[src/rtl/sdr_port_arbiter_pkg.sv]
// Shared types and default sizes for the SDRAM application-port arbiter.
package sdr_pkg;

  localparam int SDR_ADDR_W     = 22;
  localparam int SDR_DATA_W     = 16;
  localparam int SDR_BURST_LEN  = 8;
  localparam int SDR_STARVE_MAX = 4;

  typedef enum logic [2:0] {
    WAIT_INIT = 3'd0,
    IDLE      = 3'd1,
    RD_CMD    = 3'd2,
    RD_DATA   = 3'd3,
    WR_CMD    = 3'd4,
    WR_DATA   = 3'd5
  } arb_state_t;

endpackage

[src/rtl/sdr_port_arbiter_if.sv]
// Application-port bus between the arbiter (master) and the SDRAM controller (slave).
interface sdr_port_arbiter_if
  import sdr_pkg::*;
#(
  parameter int ADDR_W = SDR_ADDR_W,
  parameter int DATA_W = SDR_DATA_W
);

  logic              rd_req;
  logic              wr_req;
  logic [ADDR_W-1:0] addr;
  logic              ack;
  logic [DATA_W-1:0] wdata;
  logic              wr_next;
  logic [DATA_W-1:0] rd_data;
  logic              rd_valid;

  modport master (
    output rd_req, wr_req, addr, wdata,
    input  ack, wr_next, rd_data, rd_valid
  );

  modport slave (
    input  rd_req, wr_req, addr, wdata,
    output ack, wr_next, rd_data, rd_valid
  );

endinterface

[src/rtl/sdr_port_arbiter_starve_ctr.sv]
// Host anti-starvation counter and the video/host priority decision.
module arb_starve_ctr #(
  parameter int STARVE_MAX = 4
) (
  input  logic clk,
  input  logic reset_n,
  input  logic vid_req,
  input  logic host_req,
  input  logic vid_gnt,
  input  logic host_gnt,
  output logic pick_host
);

  localparam int               CNT_W   = $clog2(STARVE_MAX) + 1;
  localparam logic [CNT_W-1:0] CNT_MAX = CNT_W'(STARVE_MAX);

  logic [CNT_W-1:0] starve_cnt_r;
  logic             starved_s;

  // Count video grants made while the host waits; a host grant or an uncontended video grant restarts it.
  always_ff @(posedge clk or negedge reset_n) begin
    if (!reset_n) begin
      starve_cnt_r <= {CNT_W{1'b0}};
    end else if (host_gnt) begin
      starve_cnt_r <= {CNT_W{1'b0}};
    end else if (vid_gnt) begin
      if (!host_req) begin
        starve_cnt_r <= {CNT_W{1'b0}};
      end else if (starve_cnt_r != CNT_MAX) begin
        starve_cnt_r <= starve_cnt_r + CNT_W'(1);
      end else begin
        starve_cnt_r <= starve_cnt_r;
      end
    end else begin
      starve_cnt_r <= starve_cnt_r;
    end
  end

  // Host wins when video is not asking or when the host has used up its waiting quota.
  always_comb begin
    starved_s = (starve_cnt_r == CNT_MAX);
    pick_host = host_req & (starved_s | ~vid_req);
  end

endmodule

[src/rtl/sdr_port_arbiter.sv]
// Shares one SDRAM application port between the video reader and the host writer,
// one fixed-length burst per grant.
module sdr_port_arbiter
  import sdr_pkg::*;
#(
  parameter int ADDR_W     = SDR_ADDR_W,
  parameter int DATA_W     = SDR_DATA_W,
  parameter int BURST_LEN  = SDR_BURST_LEN,
  parameter int STARVE_MAX = SDR_STARVE_MAX
) (
  input  logic                clk,
  input  logic                reset_n,
  input  logic                sdr_init_done,
  input  logic                vid_req,
  input  logic [ADDR_W-1:0]   vid_addr,
  output logic                vid_gnt,
  output logic [DATA_W-1:0]   vid_rdata,
  output logic                vid_rvalid,
  input  logic                host_req,
  input  logic [ADDR_W-1:0]   host_addr,
  input  logic [DATA_W-1:0]   host_wdata,
  output logic                host_gnt,
  output logic                host_wnext,
  sdr_port_arbiter_if.master  app,
  output logic                err_stray
);

  localparam int                BEAT_W    = $clog2(BURST_LEN) + 1;
  localparam logic [BEAT_W-1:0] LAST_BEAT = BEAT_W'(BURST_LEN - 1);
  localparam logic [ADDR_W-1:0] ADDR_MASK = ~(ADDR_W'(BURST_LEN - 1));

  arb_state_t        state_r;
  logic [BEAT_W-1:0] beat_cnt_r;
  logic              app_rd_req_r;
  logic              app_wr_req_r;
  logic [ADDR_W-1:0] app_addr_r;
  logic [DATA_W-1:0] vid_rdata_r;
  logic              vid_rvalid_r;
  logic              err_stray_r;
  logic              pick_host_s;
  logic              in_rd_data_s;
  logic              in_wr_data_s;
  logic              stray_s;

  arb_starve_ctr #(
    .STARVE_MAX (STARVE_MAX)
  ) u_starve (
    .clk       (clk),
    .reset_n   (reset_n),
    .vid_req   (vid_req),
    .host_req  (host_req),
    .vid_gnt   (vid_gnt),
    .host_gnt  (host_gnt),
    .pick_host (pick_host_s)
  );

  // Grants, write-data steering and stray detection are decoded from the current state.
  always_comb begin
    in_rd_data_s = (state_r == RD_DATA);
    in_wr_data_s = (state_r == WR_DATA);
    vid_gnt      = (state_r == RD_CMD) & app.ack;
    host_gnt     = (state_r == WR_CMD) & app.ack;
    host_wnext   = in_wr_data_s & app.wr_next;
    stray_s      = (app.rd_valid & ~in_rd_data_s) | (app.wr_next & ~in_wr_data_s);
    if (in_wr_data_s) begin
      app.wdata = host_wdata;
    end else begin
      app.wdata = {DATA_W{1'b0}};
    end
  end

  // Main sequencer: arbitration, command handshake and beat counting.
  always_ff @(posedge clk or negedge reset_n) begin
    if (!reset_n) begin
      state_r      <= WAIT_INIT;
      beat_cnt_r   <= {BEAT_W{1'b0}};
      app_rd_req_r <= 1'b0;
      app_wr_req_r <= 1'b0;
      app_addr_r   <= {ADDR_W{1'b0}};
    end else begin
      case (state_r)
        WAIT_INIT: begin
          if (sdr_init_done) begin
            state_r <= IDLE;
          end
        end
        IDLE: begin
          if (pick_host_s) begin
            state_r      <= WR_CMD;
            app_wr_req_r <= 1'b1;
            app_addr_r   <= host_addr & ADDR_MASK;
          end else if (vid_req) begin
            state_r      <= RD_CMD;
            app_rd_req_r <= 1'b1;
            app_addr_r   <= vid_addr & ADDR_MASK;
          end
        end
        RD_CMD: begin
          if (app.ack) begin
            state_r      <= RD_DATA;
            app_rd_req_r <= 1'b0;
            beat_cnt_r   <= {BEAT_W{1'b0}};
          end
        end
        RD_DATA: begin
          if (app.rd_valid) begin
            beat_cnt_r <= beat_cnt_r + BEAT_W'(1);
            if (beat_cnt_r == LAST_BEAT) begin
              state_r <= IDLE;
            end
          end
        end
        WR_CMD: begin
          if (app.ack) begin
            state_r      <= WR_DATA;
            app_wr_req_r <= 1'b0;
            beat_cnt_r   <= {BEAT_W{1'b0}};
          end
        end
        WR_DATA: begin
          if (app.wr_next) begin
            beat_cnt_r <= beat_cnt_r + BEAT_W'(1);
            if (beat_cnt_r == LAST_BEAT) begin
              state_r <= IDLE;
            end
          end
        end
        default: begin
          state_r      <= WAIT_INIT;
          app_rd_req_r <= 1'b0;
          app_wr_req_r <= 1'b0;
        end
      endcase
    end
  end

  // Read data is re-timed one stage toward video; beats outside a read burst are dropped.
  always_ff @(posedge clk or negedge reset_n) begin
    if (!reset_n) begin
      vid_rdata_r  <= {DATA_W{1'b0}};
      vid_rvalid_r <= 1'b0;
    end else if (app.rd_valid & in_rd_data_s) begin
      vid_rdata_r  <= app.rd_data;
      vid_rvalid_r <= 1'b1;
    end else begin
      vid_rdata_r  <= vid_rdata_r;
      vid_rvalid_r <= 1'b0;
    end
  end

  // Sticky flag for controller beats that arrive with no burst to absorb them.
  always_ff @(posedge clk or negedge reset_n) begin
    if (!reset_n) begin
      err_stray_r <= 1'b0;
    end else if (stray_s) begin
      err_stray_r <= 1'b1;
    end else begin
      err_stray_r <= err_stray_r;
    end
  end

  assign app.rd_req = app_rd_req_r;
  assign app.wr_req = app_wr_req_r;
  assign app.addr   = app_addr_r;
  assign vid_rdata  = vid_rdata_r;
  assign vid_rvalid = vid_rvalid_r;
  assign err_stray  = err_stray_r;

endmodule

[src/flat_wrapper.sv]
// flat-port wrapper written by rule: the top's interface ports become plain ports
module sdr_port_arbiter_flat import sdr_pkg::*;
#(
  parameter int ADDR_W     = SDR_ADDR_W,
  parameter int DATA_W     = SDR_DATA_W,
  parameter int BURST_LEN  = SDR_BURST_LEN,
  parameter int STARVE_MAX = SDR_STARVE_MAX
)
  (clk, reset_n, sdr_init_done, vid_req, vid_addr, vid_gnt, vid_rdata, vid_rvalid, host_req, host_addr, host_wdata, host_gnt, host_wnext, err_stray, app_rd_req, app_wr_req, app_addr, app_wdata, app_ack, app_wr_next, app_rd_data, app_rd_valid);
  sdr_port_arbiter_if #(.ADDR_W(ADDR_W), .DATA_W(DATA_W)) app_i ();
  input  logic clk;
  input  logic reset_n;
  input  logic sdr_init_done;
  input  logic vid_req;
  input  logic [ADDR_W-1:0] vid_addr;
  output logic vid_gnt;
  output logic [DATA_W-1:0] vid_rdata;
  output logic vid_rvalid;
  input  logic host_req;
  input  logic [ADDR_W-1:0] host_addr;
  input  logic [DATA_W-1:0] host_wdata;
  output logic host_gnt;
  output logic host_wnext;
  output logic err_stray;
  output wire logic [$bits(app_i.rd_req)-1:0] app_rd_req;
  output wire logic [$bits(app_i.wr_req)-1:0] app_wr_req;
  output wire logic [$bits(app_i.addr)-1:0] app_addr;
  output wire logic [$bits(app_i.wdata)-1:0] app_wdata;
  input wire logic [$bits(app_i.ack)-1:0] app_ack;
  input wire logic [$bits(app_i.wr_next)-1:0] app_wr_next;
  input wire logic [$bits(app_i.rd_data)-1:0] app_rd_data;
  input wire logic [$bits(app_i.rd_valid)-1:0] app_rd_valid;
  assign app_rd_req = app_i.rd_req;
  assign app_wr_req = app_i.wr_req;
  assign app_addr = app_i.addr;
  assign app_wdata = app_i.wdata;
  assign app_i.ack = app_ack;
  assign app_i.wr_next = app_wr_next;
  assign app_i.rd_data = app_rd_data;
  assign app_i.rd_valid = app_rd_valid;
  sdr_port_arbiter #(.ADDR_W(ADDR_W), .DATA_W(DATA_W), .BURST_LEN(BURST_LEN), .STARVE_MAX(STARVE_MAX)) u_core (.clk(clk), .reset_n(reset_n), .sdr_init_done(sdr_init_done), .vid_req(vid_req), .vid_addr(vid_addr), .vid_gnt(vid_gnt), .vid_rdata(vid_rdata), .vid_rvalid(vid_rvalid), .host_req(host_req), .host_addr(host_addr), .host_wdata(host_wdata), .host_gnt(host_gnt), .host_wnext(host_wnext), .app(app_i), .err_stray(err_stray));
endmodule
[config.mk]
export PLATFORM = sky130hd
export DESIGN_NAME = sdr_port_arbiter_flat
export DESIGN_NICKNAME = d
export VERILOG_FILES = /design/src/rtl/sdr_port_arbiter_pkg.sv /design/src/rtl/sdr_port_arbiter_if.sv /design/src/rtl/sdr_port_arbiter_starve_ctr.sv /design/src/rtl/sdr_port_arbiter.sv /design/src/flat_wrapper.sv
export SDC_FILE = /design/constraint.sdc
export NUM_CORES = 1
export LEC_CHECK = 0
export CAP_MARGIN = 20
export CORE_MARGIN = 1.5
export CORE_UTILIZATION = 60
export CTS_CLUSTER_DIAMETER = 120
export DETAILED_ROUTE_END_ITERATION = 12
export DONT_BUFFER_PORTS = 1
export PLACE_DENSITY = 0.83
export SLEW_MARGIN = 0
export SYNTH_ARGS = -nofsm -noshare
export SYNTH_HDL_FRONTEND = slang
export SYNTH_SLANG_ARGS = --single-unit
[constraint.sdc]
create_clock -name clk -period 3 [get_ports clk]
set_input_delay 0.6 -clock clk [delete_from_list [all_inputs] [get_ports clk]]
set_output_delay 0.6 -clock clk [all_outputs]
set_load 0.03 [all_outputs]
; ---- After elaboration in Yosys (flattened, before gate mapping)
; Index checks and enable logic that the tools add are counted.
[word_totals]
reg_bits = 52
latchBits = 0
ramBits = 0
romBits = 0
out_inout_bits = 61
elab_cells = 84
n_memories = 0
[op_classes]
n_addsub = 2
multipliers = 0
div = 0
order_cmp = 0
eq_ne = 19
shift = 0
n_mux = 27
n_bitwise = 14
n_reduce_logical = 13
[op_table]
columns = operator, count
row1 = 22-bit 2-to-1 mux, 2
row2 = 3-bit 2-to-1 mux, 12
row3 = 3-bit case mux with 6 select lines, 1
row4 = 16-bit 2-to-1 mux, 1
row5 = 2-bit inequality test (second input constant), 7
row6 = 4-bit 2-to-1 mux, 3
row7 = 4-bit case mux with 3 select lines, 1
row8 = 3-bit == test (second input constant), 3
row9 = 4-bit AND reduction, 2
row10 = 4-bit OR reduction, 2
row11 = 1-bit AND, 7
row12 = 3-bit by 2-bit == test with 1-bit output (second input constant), 2
row13 = 1-bit case mux with 3 select lines, 2
row14 = 6-bit AND reduction, 1
row15 = 1-bit 2-to-1 mux, 5
row16 = 1-bit NOT, 5
row17 = 4-bit by 1-bit adder with 4-bit output (second input constant), 1
row18 = 4-bit by 3-bit == test with 1-bit output (second input constant), 1
row19 = 2-bit by 1-bit inequality test with 1-bit output (second input constant), 2
row20 = 2-bit AND reduction, 2
row21 = 2-bit nonzero test, 2
row22 = 3-bit by 1-bit adder with 3-bit output (second input constant), 1
row23 = 3-bit by 1-bit == test with 1-bit output (second input constant), 1
row24 = 3-bit zero test, 1
row25 = other kinds (7), 8

; ---- Logic depth before layout (Yosys ltp)
; Gate-level depths: netlist of run 1.
[depth]
depth_word = 5
mapped_depth = 8
depth_no_buf = 6

; ---- Modules after synthesis
; A second synthesis of run 1 with hierarchy kept.
[unflattened]
hier_cells = 266
area_unflattened_um2 = 2457.4
[by_module_without_submodules]
columns = mod, n_inst, cells_per_inst, area_each_um2
row1 = sdr_port_arbiter, 1, 246, 2269.7
row2 = arb_starve_ctr, 1, 20, 187.7

; ---- Least setup slack after synthesis of run 1
; No wires, ideal clock.
[synth_path]
path_type = register -> output
start = register u_core.state_r[0]
end = output port app_wdata[10]
arrival_ns = 1.372
t_required_ns = 2.400
path_slack_ns = 1.028
path_stages_with_launch = 6
cell_sequence = dfrtp_1 buf_2 inv_2 nor2_2 buf_2 and3_1
[synth_between]
elab_chain_len = 2
[synth_lines]
columns = item, line
row1 = "start, declared", sdr_port_arbiter.sv:32  ; arb_state_t state_r;
row2 = "start signal, assigned", sdr_port_arbiter.sv:75  ; state_r <= WAIT_INIT;
row3 = "start signal, assigned", sdr_port_arbiter.sv:84  ; state_r <= IDLE;
row4 = "start signal, assigned", sdr_port_arbiter.sv:89  ; state_r <= WR_CMD;
row5 = 3-bit == test, sdr_port_arbiter.sv:60  ; in_wr_data_s = (state_r == WR_DATA);
row6 = 16-bit 2-to-1 mux, sdr_port_arbiter.sv:65  ; if (in_wr_data_s) begin
row7 = "end, declared", flat_wrapper.sv:28  ; output wire logic [$bits(app_i.wdata)-1:0] app_wdata;
; No other way between the ends.

; ---- Final worst setup path of run 1
[layout_path]
start = register u_core.state_r[0]
end = output port app_wdata[15]
; The elaborated chain is that of the path after synthesis.

==> results.md, run 1 <==
- Run status: finished clean
- Sequential Power Share: 53.0%
- Vias in the first global route: 1,646
- Setup violators final: 0
- Slowest cell on crit path: dfrtp_1
- Critical path class: reg2out
- NetSw: about 1.6 mW
- EDFF count, synth: 0
- Cell taking the most area after synthesis: dfrtp_1
- Measured slew at the worst slew-check pin: 0.680 ns
- Core area: 4030 µm²
- Crit start category: register
- Reg2Reg Depth: 4
- H-Tree Depth: 2
- RSZ-0062 raised after global routing: false
- Final worst path period share: between 80% and 90%
- Std cell rows: 23
- Post-CTS resize count: 0
- Vias: 1,791
- Setup WS post-layout: 0.487 ns
- Num CTS Buffers: 5
- Clock power share: between 10% and 20%
- Initial DRT Pass Iterations: 4
- Synth warn: 0
- Pins over their slew limit: 0
- # diodes: 0
- Most used DFF post-synth: dfrtp_1
- Worst R2R Setup Slack: between 1 and 1.5 ns
- Yosys top cell area share: 48.2%
- Initial cell density of the core: between 60 and 70%
- Layout cells sized above 1: 8.71%
- Post-Synthesis Cells: roughly 240
- Internal power: 1.66 mW
- Required time worst endpoint: 2.40 ns
- Drt total wl: about 4600 µm
- Hold crit path type: in2async
- Worst Path Buf+Inv: 1
- DRC Markers: 0
- Top post-synthesis cells by area: dfrtp_1 48%, mux2i_1 7.5%, mux2_1 7.1%
- Worst-Skew Late Latency: 0.29 ns
- Final hold violation count: 0
- Critical R2R Launch: u_core.state_r[1]
- Logic pwr share: 32.4%
- Gr ovfl total: 0
- Clock Pin Slew Worst Setup and Hold Paths: 0.08 ns
- Power Density: approximately 1200 nW/µm²
- GPL Wtd Cong: 0.785
- Place WS: 0.841 ns
- FF+latch count, synth: 49
- Initial antenna violation count: 0
- Total GRT Usage: 20.8%
- CP cell instances: inv_2, nor2_2, and3_1
- Area Growth Syn to Fin: 5.50%
- Cell family with most CP delay: simple AND/OR/NAND/NOR gates
- Root buf cell: clkbuf_8
- Slowest stage delay, CP: 0.63 ns
- IO Pins: ~150
- Die X-Extent: between 60 and 70 µm
- Sum Neg Setup Slack: 0 ns
- Crit end category: output pin
- First-pass GRT wire length: 7170 µm
- Clock Sinks: 49
- Minimum clock period: 2.51 ns
- Pin count of the biggest net entering global routing: 50
- Final net count: between 300 and 400
- Full die area: 4640 µm²
- Die Height: 68.1 µm
- Max Cap Viol: 0
- DP HPWL: 3500 µm
- Drt initial violations: 213
- Skew final: around 0.0047 ns
- TritonCTS clock tree: yes
- Maximum resistive drop on vdd: 0.762 mV
- Post-Syn Area: 2550 µm²
- Post-synthesis async set-or-reset flop share: 100%
- Vias per cell: 6.15
- IO Port Bufs: 0
- Seq/Total Area, Yosys: 48.2%
- Fmax achieved: 0.398 GHz
- Reg2reg end: u_core.u_starve.starve_cnt_r[1]
- Critical Path Fanout Max: 19
- Sw frac: between 40% and 50%
- Fill cell count: slightly above 300
- WP data arrival: about 1.9 ns
- Routed wire length per instance: 16.0 µm
- Cell leakage power: 1.27 nW
- Max-slew headroom: 54.5%
- ANT nets after route: 0
- CTS max path bufs: 2
- Post-synth cell types: between 40 and 50
- Syn_area_per_cell: 10.5 µm²
==> how the worst max path moves through the flow <==
stage,from,to,cells after the start
3_5_place_dp,u_core.state_r[0],app_wdata[2],3
5_1_grt,u_core.state_r[0],app_wdata[13],3
2_1_floorplan,u_core.state_r[0],app_wdata[10],5
6_report,u_core.state_r[0],app_wdata[15],3
3_3_place_gp,u_core.state_r[0],app_wdata[10],3
4_1_cts,u_core.state_r[0],app_wdata[2],3
==> synthesized netlist by cell type, types with 4 or more instances <==
cell type,count
nor2_1,5
ha_1,4
and3_1,17
mux2i_1,19
buf_4,6
a21oi_1,7
nand2b_1,5
inv_1,7
o21ai_1,26
dfrtp_1,49
buf_2,5
nand2_1,26
clkbuf_1,4
mux2_1,16
==> area by class of cell <==
class	instances	area, µm²	share of cell area, %
multi-input combinational	170	1190	44.3
inverter	9	33.8	1.26
sequential	49	1230	45.6
tap	50	62.6	2.33
timing repair buffer	5	57.6	2.14
clock buffer	7	86.3	3.21
clock inverter	1	30.0	1.12
==> stage by stage <==
| step | util (%) | cells | instance area [µm²] | total power [mW] | hold slack [ns] |
|---|---|---|---|---|---|
| floorplan | - | 245 | 2550 | 2.60 | 0.304 |
| global placement | 63.1 | 282 | 2540 | 2.72 | 0.305 |
| detailed placement | 63.1 | 282 | 2540 | 2.78 | 0.305 |
| CTS | 66.7 | 291 | 2690 | 3.27 | 0.148 |
| global route | 66.7 | 291 | 2690 | 3.47 | 0.148 |
| finish | 66.7 | 291 | 2690 | 3.23 | 0.154 |
==> cell usage in the layout, fill, tap and decap left out, types with 4 or more instances in the layout <==
master	synthesis	final
o21ai_1	26	25
ha_1	4	4
nor2_1	5	5
mux2i_1	19	19
dfrtp_1	49	49
a21oi_1	7	7
inv_1	7	7
mux2_1	16	16
nand2b_1	5	5
buf_4	6	4
nand2_1	26	26
clkbuf_8	0	6
and3_1	17	17
==> metal layers <==
| layer | track usage (%) | vias up | share of wire [%] |
|---|---|---|---|
| li1 | - | 851 | - |
| met1 | 23.9 | 843 | 38 |
| met2 | 35.8 | 95 | 53 |
| met3 | 6.58 | 2 | 7.9 |
| met4 | 8.50 | 0 | 0.62 |
| met5 | 0 | - | 0 |
==> power by group through the flow <==
stage               Sequential (mW)  Clock (mW)  Combinational, mW
global route                   1.76       0.516               1.19
finish                         1.71       0.471               1.05
detailed placement             1.73           0               1.05
CTS                            1.72       0.488               1.06
global placement               1.72           0               1.00
floorplan                      1.64           0              0.962
==> repair_timing <==
| action | in CTS | in global routing |
|---|---|---|
| buffers inserted | 0 | 0 |
| hold endpoints to repair | 49 | 0 |
| hold buffers | 1 | 0 |
==> state kept, by name, indices dropped and copies added (netlist names) <==
| signal | cells |
|---|---|
| u_core.err_stray | 1 |
| u_core.app.wr_req | 1 |
| u_core.app.addr | 19 |
| u_core.beat_cnt_r | 4 |
| u_core.u_starve.starve_cnt_r | 3 |
| u_core.state_r | 3 |
| u_core.vid_rdata | 16 |
| u_core.app.rd_req | 1 |
| u_core.vid_rvalid | 1 |
==> kinds of logic (layout without fill, tap and decap cells) <==
family / Yosys count / in the layout / share of synthesized area [%]
AOI/OAI and AO/OA: 56 / 56 / 13.7
adders and majority gates: 4 / 4 / 1.97
buffers and inverters: 26 / 22 / 5.55
DFF: 49 / 49 / 48.2
muxes: 37 / 37 / 15.4
other: 1 / 3 / 0.147
and+or+nand+nor: 70 / 70 / 15.1
No activity file was read; power rests on OpenSTA's default activity.
==> run 2: changes to the inputs <==
--- a/config.mk
+++ b/config.mk
@@ -7,11 +7,11 @@
 export LEC_CHECK = 0
 export CAP_MARGIN = 20
 export CORE_MARGIN = 1.5
-export CORE_UTILIZATION = 60
+export CORE_UTILIZATION = 57
 export CTS_CLUSTER_DIAMETER = 120
 export DETAILED_ROUTE_END_ITERATION = 12
 export DONT_BUFFER_PORTS = 1
-export PLACE_DENSITY = 0.83
+export PLACE_DENSITY = 0.82
 export SLEW_MARGIN = 0
 export SYNTH_ARGS = -nofsm -noshare
 export SYNTH_HDL_FRONTEND = slang
==> constraint.sdc (replaced) <==
create_clock -name clk -period 2.2 [get_ports clk]
set_input_delay 0.44 -clock clk [delete_from_list [all_inputs] [get_ports clk]]
set_output_delay 0.44 -clock clk [all_outputs]
set_load 0.03 [all_outputs]
==> results.md, run 2 (same netlist as run 1, synthesis figures left out) <==
- Pins over their slew limit: 0 (unchanged)
- Power Density: 1600 nW/µm² (+33%)
- Fill cell count: 347 (+12%)
- Fmax achieved: 0.483 GHz
- Reg2Reg Depth: 7 (+3)
- First-pass GRT wire length: 8030 µm (+12%)
- Final worst path period share: between 90 and 100%
- Final hold violation count: 0 (unchanged)
- Met3 wire length: 422 µm (+15%)
- Metal2 WL: 2560 µm (+3.4%)
- Initial antenna violation count: 0 (unchanged)
- Die Height: 69.8 µm (+2.5%)
- Initial DRT Pass Iterations: 4 (unchanged)
- Topmost layer with routed signal wires: met4
- Setup WS post-layout: 0.130 ns (-0.357 ns)
- Hold crit path type: in2reg
- Minimum clock period: 2.07 ns
- Setup violators final: 0 (unchanged)
- GPL Wtd Cong: 0.813 (+3.6%)
- H-Tree Depth: 2 (unchanged)
- Most frequent cells in the layout: 49 x dfrtp_1, 26 x nand2_1, 25 x o21ai_1
- Vias in the first global route: 1,757 (+6.7%)
- Required time worst endpoint: 1.76 ns (-0.64 ns)
- Critical Path Fanout Max: 19 (unchanged)
- Initial cell density of the core: 58.9% (-4.3 points)
- RSZ-0062 raised after global routing: false
- Full die area: 4880 µm² (+5.0%)
- DRT met1 WL: 1850 µm (+3.9%)
- DRC Markers: 0 (unchanged)
- Vias: 1,820 (+1.6%)
- # diodes: 0 (unchanged)
- Max reg flops: 19 (unchanged)
- Cell leakage power: 1.27 nW (about the same)
- Std cell rows: 24 (+4.3%)
- Leading cell type in the layout, fill and taps excluded: dfrtp_1
- Drt total wl: 4870 µm (+4.8%)
- IO Port Bufs: 0 (unchanged)
- Run status: finished clean
- Pin count of the biggest net entering global routing: 50 (unchanged)
- Total GRT Usage: 20.5% (-0.30 points)
- Num CTS Buffers: 5 (unchanged)
- Crit end category: output pin
- Root buf cell: clkbuf_8
- CTS max path bufs: 2 (unchanged)
- WP data arrival: 1.63 ns (-0.28 ns)
- Max Cap Viol: 0 (unchanged)
- Final net count: 332 (+1.2%)
- Worst-Skew Late Latency: 0.29 ns (about the same)
- Critical path class: reg2out
- Design Power: 4.28 mW (+32%)
- Slowest stage delay, CP: 0.48 ns (-0.15 ns)
- Post-CTS resize count: 0 (unchanged)
- Sum Neg Setup Slack: 0 ns (unchanged)
- Core area: 4320 µm² (+7.3%)
- Clock Sinks: 49 (unchanged)
- Area Growth Syn to Fin: 5.21%
- Layout cells sized above 1: 9.47% (+0.75 points)
- Drt initial violations: 133 (-38%)
- CP cell instances: nor2_2, and3_1
- Maximum resistive drop on vdd: 0.873 mV (+15%)
- Skew final: 0.00357 ns (-0.00115 ns)
- Vias per cell: 6.17 (+0.24%)
- Clock Pin Slew Worst Setup and Hold Paths: 0.08 ns (about the same)
- DP HPWL: 3720 µm (+6.2%)
- IO Pins: 145 (unchanged)
- Die X-Extent: 69.8 µm (+2.5%)
- ANT nets after route: 0 (unchanged)
- Place WS: 0.417 ns (-0.424 ns)
- Gr ovfl total: 0 (unchanged)
- TritonCTS clock tree: yes
- Routed wire length per instance: 16.5 µm (+3.4%)
- Slowest cell on crit path: dfrtp_1
- Crit start category: register
- Hold depth: 1
-- run 2: changes by cell type in the layout (fill, tap and decap cells not counted) --
cell,before,now
clkinv_2,0,1
clkbuf_1,1,0
clkbuf_8,6,5
dlygate4sd3_1,0,1
buf_4,4,7
bufinv_16,1,0
-- run 2: metrics by stage --
step	cells	instance area (µm²)	hold slack, ns	utilization, %
detailed placement	287	2570	0.145	59.4
CTS	295	2680	0.265	62.0
global placement	287	2570	0.145	59.4
finish	295	2680	0.274	62.0
floorplan	245	2550	0.144	-
global route	295	2680	0.254	62.0
-- run 2: metal layers --
| metal | GRT usage (%) | vias up |
|---|---|---|
| met5 | 0 | - |
| met4 | 4.70 | 0 |
| met3 | 6.40 | 4 |
| met2 | 36.8 | 110 |
| met1 | 23.9 | 848 |
| li1 | - | 858 |
-- run 2: worst paths after layout --
path                            slack, ns                             from                   end
min in group asynchronous            0.67                          reset_n   u_core.app.addr[18]
worst max register to register       0.42  u_core.u_starve.starve_cnt_r[0]   u_core.app.addr[14]
max in group asynchronous            1.33                          reset_n  u_core.beat_cnt_r[1]
worst min-delay path                 0.27                   app_rd_data[1]   u_core.vid_rdata[1]
worst max-delay path                 0.13                u_core.state_r[1]          app_wdata[9]
worst min register to register       0.52             u_core.beat_cnt_r[0]  u_core.beat_cnt_r[0]
-- run 2: final cells by class --
type | count | area [µm²] | area share, %
sequential | 49 | 1230 | 45.8
multi-input combinational | 170 | 1190 | 44.4
timing repair buffer | 9 | 90.1 | 3.36
clock buffer | 5 | 68.8 | 2.57
tap | 52 | 65.1 | 2.43
inverter | 9 | 33.8 | 1.26
clock inverter | 1 | 5.00 | 0.187
-- run 2: report_power, final --
group          internal (mW)  total, mW  switching [mW]  leakage [nW]
clock network          0.210      0.479           0.269        0.0399
registers               1.31       2.32            1.01         0.595
logic                  0.601       1.48           0.883         0.634
total                   2.12       4.28            2.16          1.27
-- run 2: what timing repair did --
item,CTS,global route
hold endpoints to repair,49,0
hold buffers,2,0
buffers inserted,0,0
-- run 2: worst max-delay path, delay by kind of cell (launching register included) --
kind             cells  cell delay [ns]
AND/OR/NAND/NOR      2             0.86
flip-flops           1             0.48
==> run 3: changes to the inputs <==
--- a/config.mk
+++ b/config.mk
@@ -12,6 +12,7 @@
 export DETAILED_ROUTE_END_ITERATION = 12
 export DONT_BUFFER_PORTS = 1
 export PLACE_DENSITY = 0.82
+export REMOVE_ABC_BUFFERS = 1
 export SLEW_MARGIN = 0
 export SYNTH_ARGS = -nofsm -noshare
 export SYNTH_HDL_FRONTEND = slang
==> results.md, run 3 (same netlist as run 1, synthesis figures left out) <==
- Run status: finished clean
- Critical path class: reg2out
- Placed cell count: 286 (-0.35%)
- Clock Pin Slew Worst Setup and Hold Paths: 0.09 ns (about the same)
- RSZ-0062 raised after global routing: false
- Power Density: 1620 nW/µm² (+1.1%)
- Met2 Use GR: 34.8% (-2.0 points)
- Critical Path Fanout Max: 19 (unchanged)
- WP data arrival: 1.62 ns (about the same)
- Hold depth: 1 (unchanged)
- Final net count: 331 (-0.30%)
- Num CTS Buffers: 5 (unchanged)
- Fill cell count: 339 (-2.3%)
- Setup violators final: 0 (unchanged)
- CTS max path bufs: 2 (unchanged)
- Worst-Skew Late Latency: 0.30 ns (about the same)
- Critical R2R Launch: u_core.u_starve.starve_cnt_r[0]
- Skew final: 0.00488 ns (+0.00131 ns)
- Global route hottest layer: met2
- DRC Markers: 0 (unchanged)
- Vias in the first global route: 1,673 (-4.8%)
- Initial cell density of the core: 58.9% (unchanged)
- Std cell rows: 24 (unchanged)
- Design Power: 4.39 mW (+2.6%)
- Sum Neg Setup Slack: 0 ns (unchanged)
- Root buf cell: clkbuf_8
- Gr ovfl total: 0 (unchanged)
- Vias per cell: 6.24 (+1.2%)
- Layout cells sized above 1: 10.2% (+0.78 points)
- Full die area: 4880 µm² (unchanged)
- Die Height: 69.8 µm (unchanged)
- Cell leakage power: 1.28 nW (+0.72%)
- Pin count of the biggest net entering global routing: 50 (unchanged)
- Final worst path period share: 93.6% (-0.49 points)
- Hold Startpoint: app_rd_data[6]
- Drt total wl: 4940 µm (+1.5%)
- Total GRT Usage: 20.2% (-0.33 points)
- Initial DRT Pass Iterations: 4 (unchanged)
- H-Tree Depth: 2 (unchanged)
- Hold crit path type: in2reg
- DP HPWL: 3630 µm (-2.2%)
- M3 GR Usage: 5.52% (-0.87 points)
- Maximum resistive drop on vdd: 0.840 mV (-3.8%)
- Hold endpoint: u_core.vid_rdata[6]
- GPL Wtd Cong: 0.875 (+7.6%)
- TritonCTS clock tree: yes
- Clock Sinks: 49 (unchanged)
- Measured slew at the worst slew-check pin: 0.537 ns
- Most frequent cells in the layout: 48 x dfrtp_1, 26 x nand2_1, 25 x o21ai_1
- Crit end category: output pin
- Worst R2R Setup Slack: 0.47 ns (+0.05 ns)
- Die X-Extent: 69.8 µm (unchanged)
- Pins over their slew limit: 0 (unchanged)
- Core area: 4320 µm² (unchanged)
- Reg2Reg Depth: 7 (unchanged)
- Final hold violation count: 0 (unchanged)
- Drt initial violations: 104 (-22%)
- Post-CTS setup buffers: 0 (unchanged)
- Area Growth Syn to Fin: 6.73%
- Leading cell type in the layout, fill and taps excluded: dfrtp_1
- IO Port Bufs: 0 (unchanged)
- IO Pins: 145 (unchanged)
- Routed wire length per instance: 16.7 µm (+1.1%)
- Minimum clock period: 2.06 ns (-0.0109 ns)
- Max reg flops: 19 (unchanged)
- Max-slew headroom: 64.1%
- Initial antenna violation count: 0 (unchanged)
- Vias: 1,848 (+1.5%)
- M1 GR Usage: 24.3% (+0.47 points)
- Reg2reg end: u_core.state_r[1]
- ANT nets after route: 0 (unchanged)
- Max Cap Viol: 0 (unchanged)
- Crit start category: register
- Final cell count without fillers: 296 (+0.34%)
- First-pass GRT wire length: 7870 µm (-2.1%)
- # diodes: 0 (unchanged)
- Required time worst endpoint: 1.76 ns (about the same)
- Fmax achieved: 0.486 GHz (+0.53%)
- Final Core Density: 62.8% (+0.90 points)
==> run 3: metal layers <==
metal / routed length (µm) / share of wire (%)
met5: 0 / 0
met4: 74 / 1.5
met3: 375 / 7.6
met2: 2590 / 52
met1: 1900 / 38
==> run 3: stage by stage <==
stage,instance area [µm²],hold WS (ns),setup slack [ns]
finish,2720,0.260,0.141
global placement,2580,0.145,0.423
CTS,2720,0.251,0.0637
floorplan,2450,0.144,0.167
global route,2720,0.241,0.0288
detailed placement,2580,0.146,0.347
==> run 3: cell type report <==
class	instances	area [µm²]	area share, %
multi-input cells	170	1190	43.8
clock buffers	5	68.8	2.53
repair buffers	8	108	3.96
flip-flops and latches	49	1230	45.2
inverters	9	33.8	1.24
clock inverters	3	25.0	0.921
well taps	52	65.1	2.39
==> run 3: how the worst max path moves through the flow <==
stage                      start             endpoint  slack (ns)  depth (start not counted)
6_report       u_core.state_r[0]        app_wdata[10]        0.14                          3
5_1_grt        u_core.state_r[0]        app_wdata[10]        0.03                          3
4_1_cts        u_core.state_r[2]             host_gnt        0.06                          3
2_1_floorplan            vid_req  u_core.app.addr[10]        0.17                          2
3_5_place_dp   u_core.state_r[2]    u_core.state_r[1]        0.35                          5
3_3_place_gp   u_core.state_r[2]    u_core.state_r[1]        0.42                          5
==> run 3: where the power goes <==
part / switching [mW] / internal, mW / leakage (nW)
sequential: 1.02 / 1.31 / 0.593
clock: 0.315 / 0.232 / 0.0452
combinational: 0.890 / 0.629 / 0.640
total: 2.22 / 2.17 / 1.28
==> run 3: repair_timing <==
item,CTS,global route
hold buffers,2,0
setup endpoints to repair,0,2
gates resized for setup,0,1
endpoints found under the hold margin,49,0
==> run 3: worst max-delay path, cell delays in order (launching register included) <==
cell,delay (ns)
dfrtp_1,0.37
inv_2,0.06
nor2_2,0.44
and3_1,0.44
